## src/rtl/dmem_port_arbiter.sv

```systemverilog
// Two-port arbiter in front of a single-port data memory: one transaction at a time,
// one memory cycle per grant, registered ack/rdata, round-robin or fixed port-0 priority.
module dmem_port_arbiter #(
    parameter int AW        = 32,
    parameter int DW        = 32,
    parameter int FIXED_PRI = 0,
    parameter int CNT_W     = 16
) (
    input  logic             clk,
    input  logic             rst,
    input  logic             m0_req,
    input  logic             m0_we,
    input  logic [AW-1:0]    m0_addr,
    input  logic [DW-1:0]    m0_wdata,
    output logic             m0_ack,
    output logic [DW-1:0]    m0_rdata,
    input  logic             m1_req,
    input  logic             m1_we,
    input  logic [AW-1:0]    m1_addr,
    input  logic [DW-1:0]    m1_wdata,
    output logic             m1_ack,
    output logic [DW-1:0]    m1_rdata,
    output logic [AW-1:0]    mem_addr,
    output logic [DW-1:0]    mem_wdata,
    output logic             mem_we,
    input  logic [DW-1:0]    mem_rdata,
    output logic             busy,
    output logic [CNT_W-1:0] cnt0,
    output logic [CNT_W-1:0] cnt1
);

    typedef enum logic [1:0] {IDLE, ACCESS, RESP} state_t;

    state_t        state, state_nxt;
    logic          owner;
    logic          last_served;
    logic          grant_valid;
    logic          grant;
    logic          lat_we;
    logic [AW-1:0] lat_addr;
    logic [DW-1:0] lat_wdata;

    // On a tie the port that was not served last wins, unless port 0 is hard-prioritised.
    always_comb begin
        grant_valid = m0_req | m1_req;
        if (m0_req && m1_req)
            grant = (FIXED_PRI != 0) ? 1'b0 : ~last_served;
        else
            grant = m1_req;
    end

    always_ff @(posedge clk or negedge rst) begin
        if (!rst) state <= IDLE;
        else      state <= state_nxt;
    end

    always_comb begin
        state_nxt = state;
        case (state)
            IDLE:    if (grant_valid) state_nxt = ACCESS;
            ACCESS:  state_nxt = RESP;
            RESP:    state_nxt = IDLE;
            default: state_nxt = IDLE;
        endcase
    end

    always_comb begin
        mem_we = (state == ACCESS) && lat_we;
        m0_ack = (state == RESP) && !owner;
        m1_ack = (state == RESP) && owner;
        busy   = (state != IDLE);
    end

    // Latched request doubles as the memory-side address/data, so they hold between accesses.
    assign mem_addr  = lat_addr;
    assign mem_wdata = lat_wdata;

    always_ff @(posedge clk or negedge rst) begin
        if (!rst) begin
            owner       <= 1'b0;
            last_served <= 1'b1;
            lat_we      <= 1'b0;
            lat_addr    <= '0;
            lat_wdata   <= '0;
            m0_rdata    <= '0;
            m1_rdata    <= '0;
            cnt0        <= '0;
            cnt1        <= '0;
        end else begin
            if (state == IDLE && grant_valid) begin
                owner     <= grant;
                lat_we    <= grant ? m1_we    : m0_we;
                lat_addr  <= grant ? m1_addr  : m0_addr;
                lat_wdata <= grant ? m1_wdata : m0_wdata;
            end
            if (state == ACCESS) begin
                last_served <= owner;
                if (owner) begin
                    cnt1 <= cnt1 + 1'b1;
                    if (!lat_we) m1_rdata <= mem_rdata;
                end else begin
                    cnt0 <= cnt0 + 1'b1;
                    if (!lat_we) m0_rdata <= mem_rdata;
                end
            end
        end
    end

endmodule

```

## config.mk

```make
export PLATFORM = sky130hd
export DESIGN_NAME = dmem_port_arbiter
export DESIGN_NICKNAME = d
export VERILOG_FILES = /design/src/rtl/dmem_port_arbiter.sv
export SDC_FILE = /design/constraint.sdc
export NUM_CORES = 1
export LEC_CHECK = 0
export ABC_AREA = 1
export CORE_MARGIN = 3
export CORE_UTILIZATION = 30
export CTS_BUF_LIST = sky130_fd_sc_hd__clkbuf_8
export CTS_CLUSTER_DIAMETER = 120
export CTS_CLUSTER_SIZE = 24
export DETAILED_ROUTE_END_ITERATION = 12
export PLACE_DENSITY_LB_ADDON = 0.08
export SLEW_MARGIN = 20
export SYNTH_ARGS = -nofsm -noshare
export SYNTH_HDL_FRONTEND = slang
export SYNTH_SLANG_ARGS = --single-unit
```

## constraint.sdc

```tcl
create_clock -name clk -period 2 [get_ports clk]
set_clock_uncertainty 0.15 [all_clocks]
set_input_delay 0.2 -clock clk [delete_from_list [all_inputs] [get_ports clk]]
set_output_delay 0.2 -clock clk [all_outputs]
set_load 0.005 [all_outputs]
```

Word level (Yosys, flattened, before mapping). Index checks and enable logic that the tools add are counted. Widths: inputs -> output; s select.

Bits in registers: 165. Input bits: 166. Word-level logic and storage cells: 37. Output and inout port bits: 164.

Muxes and demuxes: 6. Reductions and logical operators: 12. Add/sub/neg operators: 2. Bitwise logic cells: 4. Eq/ne operators: 3.

Operator list (count): $mux 32 (2); $add 16x1->16 const B (2); $reduce_and 3->1 (2); $logic_and 1x1->1 (5); $pmux 2 s2 (1); $reduce_and 2->1 (2); $not 1->1 (3); $eq 2x1->1 const B (1); $eq 2x2->1 const B (1); $logic_not 2->1 (1); $mux 1 (2); $mux 2 (1); $ne 2x2->1 const B (1); $reduce_bool 2->1 (1); $logic_not 1->1 (1); $or 1x1->1 (1).

Longest topological paths before layout. Gate-level depths: netlist of run 1.

Depth in word-level cells: 3. Depth in mapped cells: 9. Depth with buffers taken out: 9.

Worst setup path before layout of run 1. No wires, ideal clock.

Kind: register to register. Start point: reg last_served. End point: reg lat_we. Required time: 1.768 ns. Path buffers: 2. Clock period less this slack: 1.478 ns. Setup slack: 0.522 ns. Arrival: 1.246 ns. Stages on the path, launching flop included: 7. Library setup time: 0.082 ns. Path through: dfstp_2 -> nand2_1 -> nand2_1 -> buf_2 -> clkbuf_1 -> nor2_1 -> o22ai_1.

Cells in the longest elaborated chain, start to end: 3.

Ends and longest elaborated chain: from (decl) (RTL line 36) `logic last_served;`; from (signal assigned) (RTL line 97) `last_served <= owner;`; $not 1->1 (RTL line 47) `grant = (FIXED_PRI != 0) ? 1'b0 : ~last_served;`; $mux 1 (RTL line 46) `if (m0_req && m1_req)`; $mux 1 (RTL line 92) `lat_we <= grant ? m1_we : m0_we;`; to (signal assigned) (RTL line 92); to (decl) (RTL line 39) `logic lat_we;`.

Every way passes these cells. A chain may end at the register's enable or synchronous reset.

Worst setup path after layout of run 1.
Start point: reg state[0]. End point: out mem_we.

Cells in the longest elaborated chain, start to end: 2.

Ends and longest elaborated chain: from (decl) (RTL line 34) `state_t state, state_nxt;`; from (signal assigned) (RTL line 54) `else state <= state_nxt;`; $eq 2x1->1 (RTL line 68) `mem_we = (state == ACCESS) && lat_we;`; $logic_and 1x1->1 (RTL line 68); to (decl) (RTL line 25) `output logic mem_we,`.

Every way passes these cells.

==> flow_metrics.tcl, run 1 <==
set metrics [dict create \
    status "finished, final reports clean" \
    grt.overflow.total 0 \
    finalWorstSetupSlack_ns 0.1237 \
    number_of_synthesized_flops_with_an_enable_pin 0 \
    layout.nets 1324 \
    cts_tree "yes" \
    post-synth-top-count-cell "sky130_fd_sc_hd__nand2_1" \
    grt_start_max_net_pins 70 \
    report.final.slew_viol_count 0 \
    regToRegSetupSlack_ns 0.26 \
    chip_width_microns 163.0 \
    asyncSetResetFlopFracSynth_pct 100.0 \
    track_usage_pct 17.98 \
    count_of_clock_tree_sinks 165 \
    hpwl_mm 17.67 \
    globalplace.congestion 0.8116 \
    postSynthAreaPerCell_sq_um 8.973 \
    via_count_of_the_first_global_routing_pass 6575 \
    io_pins 330 \
    routed_wirelength_mm 24.15 \
    multi_input_logic_area_sq_um 2764 \
    clkSlewWorstSetupHoldPaths_ns 0.10 \
    row_count 56 \
    finalHoldViolCount 0 \
    h-tree-depth 4 \
    grt_first_pass_wirelength_mm 37.19 \
    vias_per_cell 4.429 \
    ys_ff_latch 165 \
    worst_slew_margin_rel_pct 67.31 \
    max_clock_freq_ghz 0.5330 \
    critPathLaunchType "flop" \
    synth_flop_cell "sky130_fd_sc_hd__dfrtp_1" \
    worstReg2RegStart "state[0]" \
    place_ws_ns 0.1913 \
    clk_root_buffer_cell "sky130_fd_sc_hd__clkbuf_8" \
    power.total_mw 15.29 \
    pwr_density_cell_nw_per_um2 1324 \
    combinationalPowerShare_pct 46.2 \
    antennaDiodeCount 0 \
    power_switching_mw 5.522 \
    post_synthesis_instance_area_sq_um 7393 \
    drv_cap 0 \
    numCtsBuffers 17 \
    power_frac_seq_pct 37.3 \
    report.final.setup_viol 0 \
    worstPathMaxFanout 4 \
    cts.path.max_buffers 2 \
    drtIter0Drc 347 \
    rsz_0062_raised_after_global_routing "false" \
    power.clock.fraction_pct 16.5 \
    fin_crit_ns 1.876 \
    syn-num-nets 992 \
    die_area_sq_um 26560 \
    utilization_pct 48.50 \
    core_area_sq_um 23820 \
    die_height_microns 163.0 \
    regArea_sq_um 4133 \
    cell_internal_pwr_mw 9.772 \
    insertion_delay_ns 0.46 \
    arrival_ns 1.53 \
    synth_area_leaders "sky130_fd_sc_hd__dfrtp_1, sky130_fd_sc_hd__nand2_1, sky130_fd_sc_hd__o21ai_0, sky130_fd_sc_hd__o21ai_1, sky130_fd_sc_hd__nor2_1" \
    netlist.area_leader.share_pct 55.51 \
    criticalPathCategory "flop to output port" \
    initial_core_util_pct 31.03 \
    yosysWarningCount 0 \
    synth.cells.most_frequent "sky130_fd_sc_hd__nand2_1, sky130_fd_sc_hd__dfrtp_1, sky130_fd_sc_hd__nor2_1" \
    areaGrowthSynthToFinish_pct 56.29 \
    critical_path.reg2reg.endpoint "mem_wdata[5]" \
    power.share.switching_pct 36.11 \
    p_leak_nw 5.104 \
    seq_area_frac_synth_pct 55.86 \
    dr_total_vias 6590 \
    irDropWorstVdd_mv 0.4932 \
    dr.pass1.iters 6 \
    drcViolationCount 0 \
    syn_inst 824 \
    detail_route.wl_per_cell_microns 16.23 \
    min-delay-path-class "input pin to async pin" \
    timing.final.crit_share_pct 93.81 \
    r2r_cells 7 \
    antenna_violating_nets_post_route 0 \
    required_time_of_the_critical_path_ns 1.65 \
    worst_slew_pin_slew_ns 0.4904 \
    cp-end-kind "output port" \
    fillers 2353 \
    yosys.area.top_type "sky130_fd_sc_hd__dfrtp_1" \
    synthDistinctLibCells 30 \
    antenna_violations_before_repair 1 \
    buffer_ports.inserted 329 \
    final_layout_size_suffix_gt1_share_pct 9.837 \
]
## worst max-delay path, cell delays in order (launching register included)
cell and delay, ns:
sky130_fd_sc_hd__dfrtp_2 0.46, sky130_fd_sc_hd__buf_4 0.17, sky130_fd_sc_hd__nand2_4 0.13, sky130_fd_sc_hd__nor2_1 0.06, sky130_fd_sc_hd__dlygate4sd2_1 0.27
## cell usage in the layout, fill, tap and decap left out, types with 2 or more instances in the layout
cell type                           n
sky130_fd_sc_hd__clkdlybuf4s50_1  324
sky130_fd_sc_hd__nand2_1          198
sky130_fd_sc_hd__dfrtp_1          162
sky130_fd_sc_hd__nor2_1            91
sky130_fd_sc_hd__o21ai_0           89
sky130_fd_sc_hd__o21ai_1           75
sky130_fd_sc_hd__inv_1             59
sky130_fd_sc_hd__o21ai_2           32
sky130_fd_sc_hd__clkbuf_8          17
sky130_fd_sc_hd__buf_4             13
sky130_fd_sc_hd__nand4_1           12
sky130_fd_sc_hd__nand3_1           12
sky130_fd_sc_hd__xor2_1            10
sky130_fd_sc_hd__buf_12             9
sky130_fd_sc_hd__xnor2_1            8
sky130_fd_sc_hd__nand2_4            5
sky130_fd_sc_hd__clkinv_4           5
sky130_fd_sc_hd__nor2_4             4
sky130_fd_sc_hd__nor2_2             4
sky130_fd_sc_hd__clkinv_8           4
sky130_fd_sc_hd__nor3_1             3
sky130_fd_sc_hd__inv_8              3
sky130_fd_sc_hd__inv_4              2
sky130_fd_sc_hd__inv_2              2
sky130_fd_sc_hd__nor3_2             2
sky130_fd_sc_hd__nor2_8             2
sky130_fd_sc_hd__ha_1               2
sky130_fd_sc_hd__inv_6              2
sky130_fd_sc_hd__dlygate4sd2_1      2
sky130_fd_sc_hd__dlymetal6s2s_1     2
sky130_fd_sc_hd__dfrtp_2            2
## metrics by stage
step                instance area, sq um  instances  hold WS [ns]  setup TNS (ns)
detailed placement                 11050       1449       0.02767               0
finish                             11550       1488       0.08134               0
global placement                   11050       1449       0.02782               0
CTS                                11520       1485       0.07372         -0.2349
floorplan                           7393        824       -0.2456               0
global route                       11550       1488       0.08417               0
## registers in the layout, summed over array words and instances (netlist names), 2 cells and up
name and cells:
cnt0 16, cnt1 16, m0_rdata 32, m1_rdata 32, mem_addr 32, mem_wdata 32, state 2
## logic make-up after synthesis
| family | Yosys count | synth area share, % |
|---|---|---|
| buf+inv | 104 | 7.006 |
| fa+ha+maj | 2 | 0.3384 |
| flops | 165 | 55.86 |
| simple gates | 337 | 19.61 |
| compound gates | 198 | 15.04 |
| xor+xnor | 18 | 2.132 |
## worst max-delay path by stage
stage,start,end,depth (start not counted)
6_report,state[0],mem_we,4
3_5_place_dp,m1_req,mem_wdata[31],6
2_1_floorplan,last_served,lat_we,6
5_1_grt,state[0],mem_we,4
4_1_cts,state[0],m1_ack,2
3_3_place_gp,m1_req,lat_we,6
## what timing repair did
item	in CTS	in global routing
endpoints found under the setup margin	4	2
hold endpoints to repair	164	0
resized for setup	7	3
hold buffers	1	0
setup buffers	3	3
## power by group through the flow
stage	combinational, mW	clock, mW	sequential (mW)
2_1_floorplan	2.82	0	5.78
3_3_place_gp	7.04	0	5.74
3_5_place_dp	7.11	0	5.76
4_1_cts	7.16	2.65	5.74
5_1_grt	7.80	2.80	5.92
6_report	7.06	2.52	5.71
## layout make-up
class,count,area share (%)
clock buffers,17,2.025
clock inverters,15,1.646
inverters,65,2.166
multi-input cells,555,23.92
flip-flops and latches,165,35.77
well taps,319,3.454
repair buffers,352,31.02
## routing by layer
layer	GRT usage, %	vias to the layer above	wire (microns)
li1	-	3327	-
met1	22.26	3006	10010
met2	29.52	233	11510
met3	6.307	22	2111
met4	5.690	2	492
met5	0	-	13
Note: power is estimated with default switching activity, not from simulation.
==> inputs of run 2 (changes only) <==
--- a/config.mk
+++ b/config.mk
@@ -12,7 +12,9 @@
 export CTS_CLUSTER_DIAMETER = 120
 export CTS_CLUSTER_SIZE = 24
 export DETAILED_ROUTE_END_ITERATION = 12
+export GPL_ROUTABILITY_DRIVEN = 0
 export PLACE_DENSITY_LB_ADDON = 0.08
+export SKIP_LAST_GASP = 1
 export SLEW_MARGIN = 20
 export SYNTH_ARGS = -nofsm -noshare
 export SYNTH_HDL_FRONTEND = slang
==> constraint.sdc (replaced) <==
create_clock -name clk -period 2 [get_ports clk]
set_clock_uncertainty 0.15 [all_clocks]
set_input_delay 0.2 -clock clk [delete_from_list [all_inputs] [get_ports clk]]
set_output_delay 0.2 -clock clk [all_outputs]
set_load 0.1 [all_outputs]
==> flow_metrics.tcl, run 2 (synthesis results as in run 1) <==
set metrics [dict create \
    vias_per_cell 4.442 \
    regArea_sq_um 4144 \
    drcViolationCount 0 \
    cts.path.max_buffers 2 \
    multi_input_logic_area_sq_um 2760 \
    slowest_stage_cell_cp "sky130_fd_sc_hd__dfrtp_1" \
    detail_route.wl_per_cell_microns 15.96 \
    track_usage_pct 17.58 \
    criticalPathCategory "flop to output port" \
    io_pins 330 \
    critPathLaunchType "flop" \
    dpl.cell_count 1448 \
    dr_total_vias 6578 \
    regToRegSetupSlack_ns 0.33 \
    hpwl_mm 17.35 \
    grt.overflow.total 0 \
    layout.nets 1317 \
    cts_tree "yes" \
    row_count 56 \
    chip_width_microns 163.0 \
    clk_root_buffer_cell "sky130_fd_sc_hd__clkbuf_8" \
    worstReg2RegStart "state[1]" \
    die_area_sq_um 26560 \
    cp-end-kind "output port" \
    max_stage_delay_ns 0.42 \
    numCtsBuffers 17 \
    dr.pass1.iters 4 \
    max_clock_freq_ghz 0.5370 \
    insertion_delay_ns 0.45 \
    report.final.setup_viol 0 \
    buffer_ports.inserted 329 \
    worst_slew_pin_slew_ns 0.4800 \
    grt_first_pass_wirelength_mm 36.54 \
    routed_wirelength_mm 23.64 \
    areaGrowthSynthToFinish_pct 50.23 \
    antenna_violating_nets_post_route 0 \
    grt_start_max_net_pins 70 \
    worst_slew_margin_rel_pct 68.00 \
    dpl_cell_area_sq_um 10710 \
    min-delay-path-class "input pin to async pin" \
    drv_cap 0 \
    core_area_sq_um 23820 \
    final_cell_mix "sky130_fd_sc_hd__nand2_1, sky130_fd_sc_hd__buf_4, sky130_fd_sc_hd__clkdlybuf4s50_1" \
    antenna_violations_before_repair 1 \
    die_height_microns 163.0 \
    h-tree-depth 4 \
    via_count_of_the_first_global_routing_pass 6558 \
    arrival_ns 1.51 \
    mostFrequentLayoutCell "sky130_fd_sc_hd__nand2_1" \
    worstPathMaxFanout 5 \
    timing.final.crit_share_pct 93.10 \
    r2r_cells 7 \
    status "finished, final reports clean" \
    count_of_clock_tree_sinks 165 \
    finalHoldViolCount 0 \
    fillers 2408 \
    number_of_cells_in_the_finished_layout_apart_from_fillers 1481 \
    final_layout_size_suffix_gt1_share_pct 24.27 \
    required_time_of_the_critical_path_ns 1.65 \
    cts_setup_buffers 0 \
    initial_core_util_pct 31.03 \
    fin_crit_ns 1.862 \
    antennaDiodeCount 0 \
    critical-path-top-delay-family "flip-flops" \
    path_cells "inv_2 > nor3_2 > buf_12" \
    rsz_0062_raised_after_global_routing "false" \
    drtIter0Drc 321 \
    worst-path-buf-inv 2 \
    report.final.slew_viol_count 0 \
    critical_path.reg2reg.endpoint "m1_rdata[20]" \
    postLayoutCellArea_sq_um 11110 \
    clkSlewWorstSetupHoldPaths_ns 0.10 \
]
-- run 2: repair_timing --
action / in CTS / in global routing
gates resized for setup: 0 / 1
setup endpoints to repair: 0 / 1
endpoints found under the hold margin: 165 / 0
hold buffers: 1 / 0
-- run 2: layout make-up --
cell class | count | area share [%]
timing repair buffer | 345 | 28.53
clock buffer | 18 | 2.230
inverter | 65 | 2.230
clock inverter | 14 | 1.250
multi-input combinational | 555 | 24.85
sequential | 165 | 37.31
tap | 319 | 3.594
-- run 2: per-stage QoR --
step / hold WS (ns) / utilization (%) / worst slack, ns / setup TNS, ns
floorplan: -0.2456 / - / -0.1378 / -0.2107
global placement: 0.03628 / 44.95 / 0.2240 / 0
detailed placement: 0.03148 / 44.95 / 0.2045 / 0
CTS: 0.08118 / 46.62 / 0.001241 / 0
global route: 0.09108 / 46.62 / 0.03334 / 0
finish: 0.09193 / 46.62 / 0.1379 / 0
-- run 2: worst max-delay path by stage --
| stage | start | endpoint | cells after the start |
|---|---|---|---|
| 6_report | state[1] | m1_ack | 3 |
| 5_1_grt | state[1] | mem_we | 4 |
| 4_1_cts | owner | m1_ack | 3 |
| 3_5_place_dp | m1_req | mem_wdata[31] | 6 |
| 3_3_place_gp | m1_req | lat_we | 6 |
| 2_1_floorplan | owner | m1_ack | 2 |
-- run 2: routing by layer --
metal	share of wire [%]	GRT usage (%)	vias to the layer above
met2	50	30.47	217
met5	0.038	0	-
met1	41	21.46	3047
met4	0.73	3.576	2
li1	-	-	3301
met3	7.6	5.799	11
Power of run 2 is not shown: default switching activity piles up to over one toggle a cycle in this logic, so the estimate is an artifact.
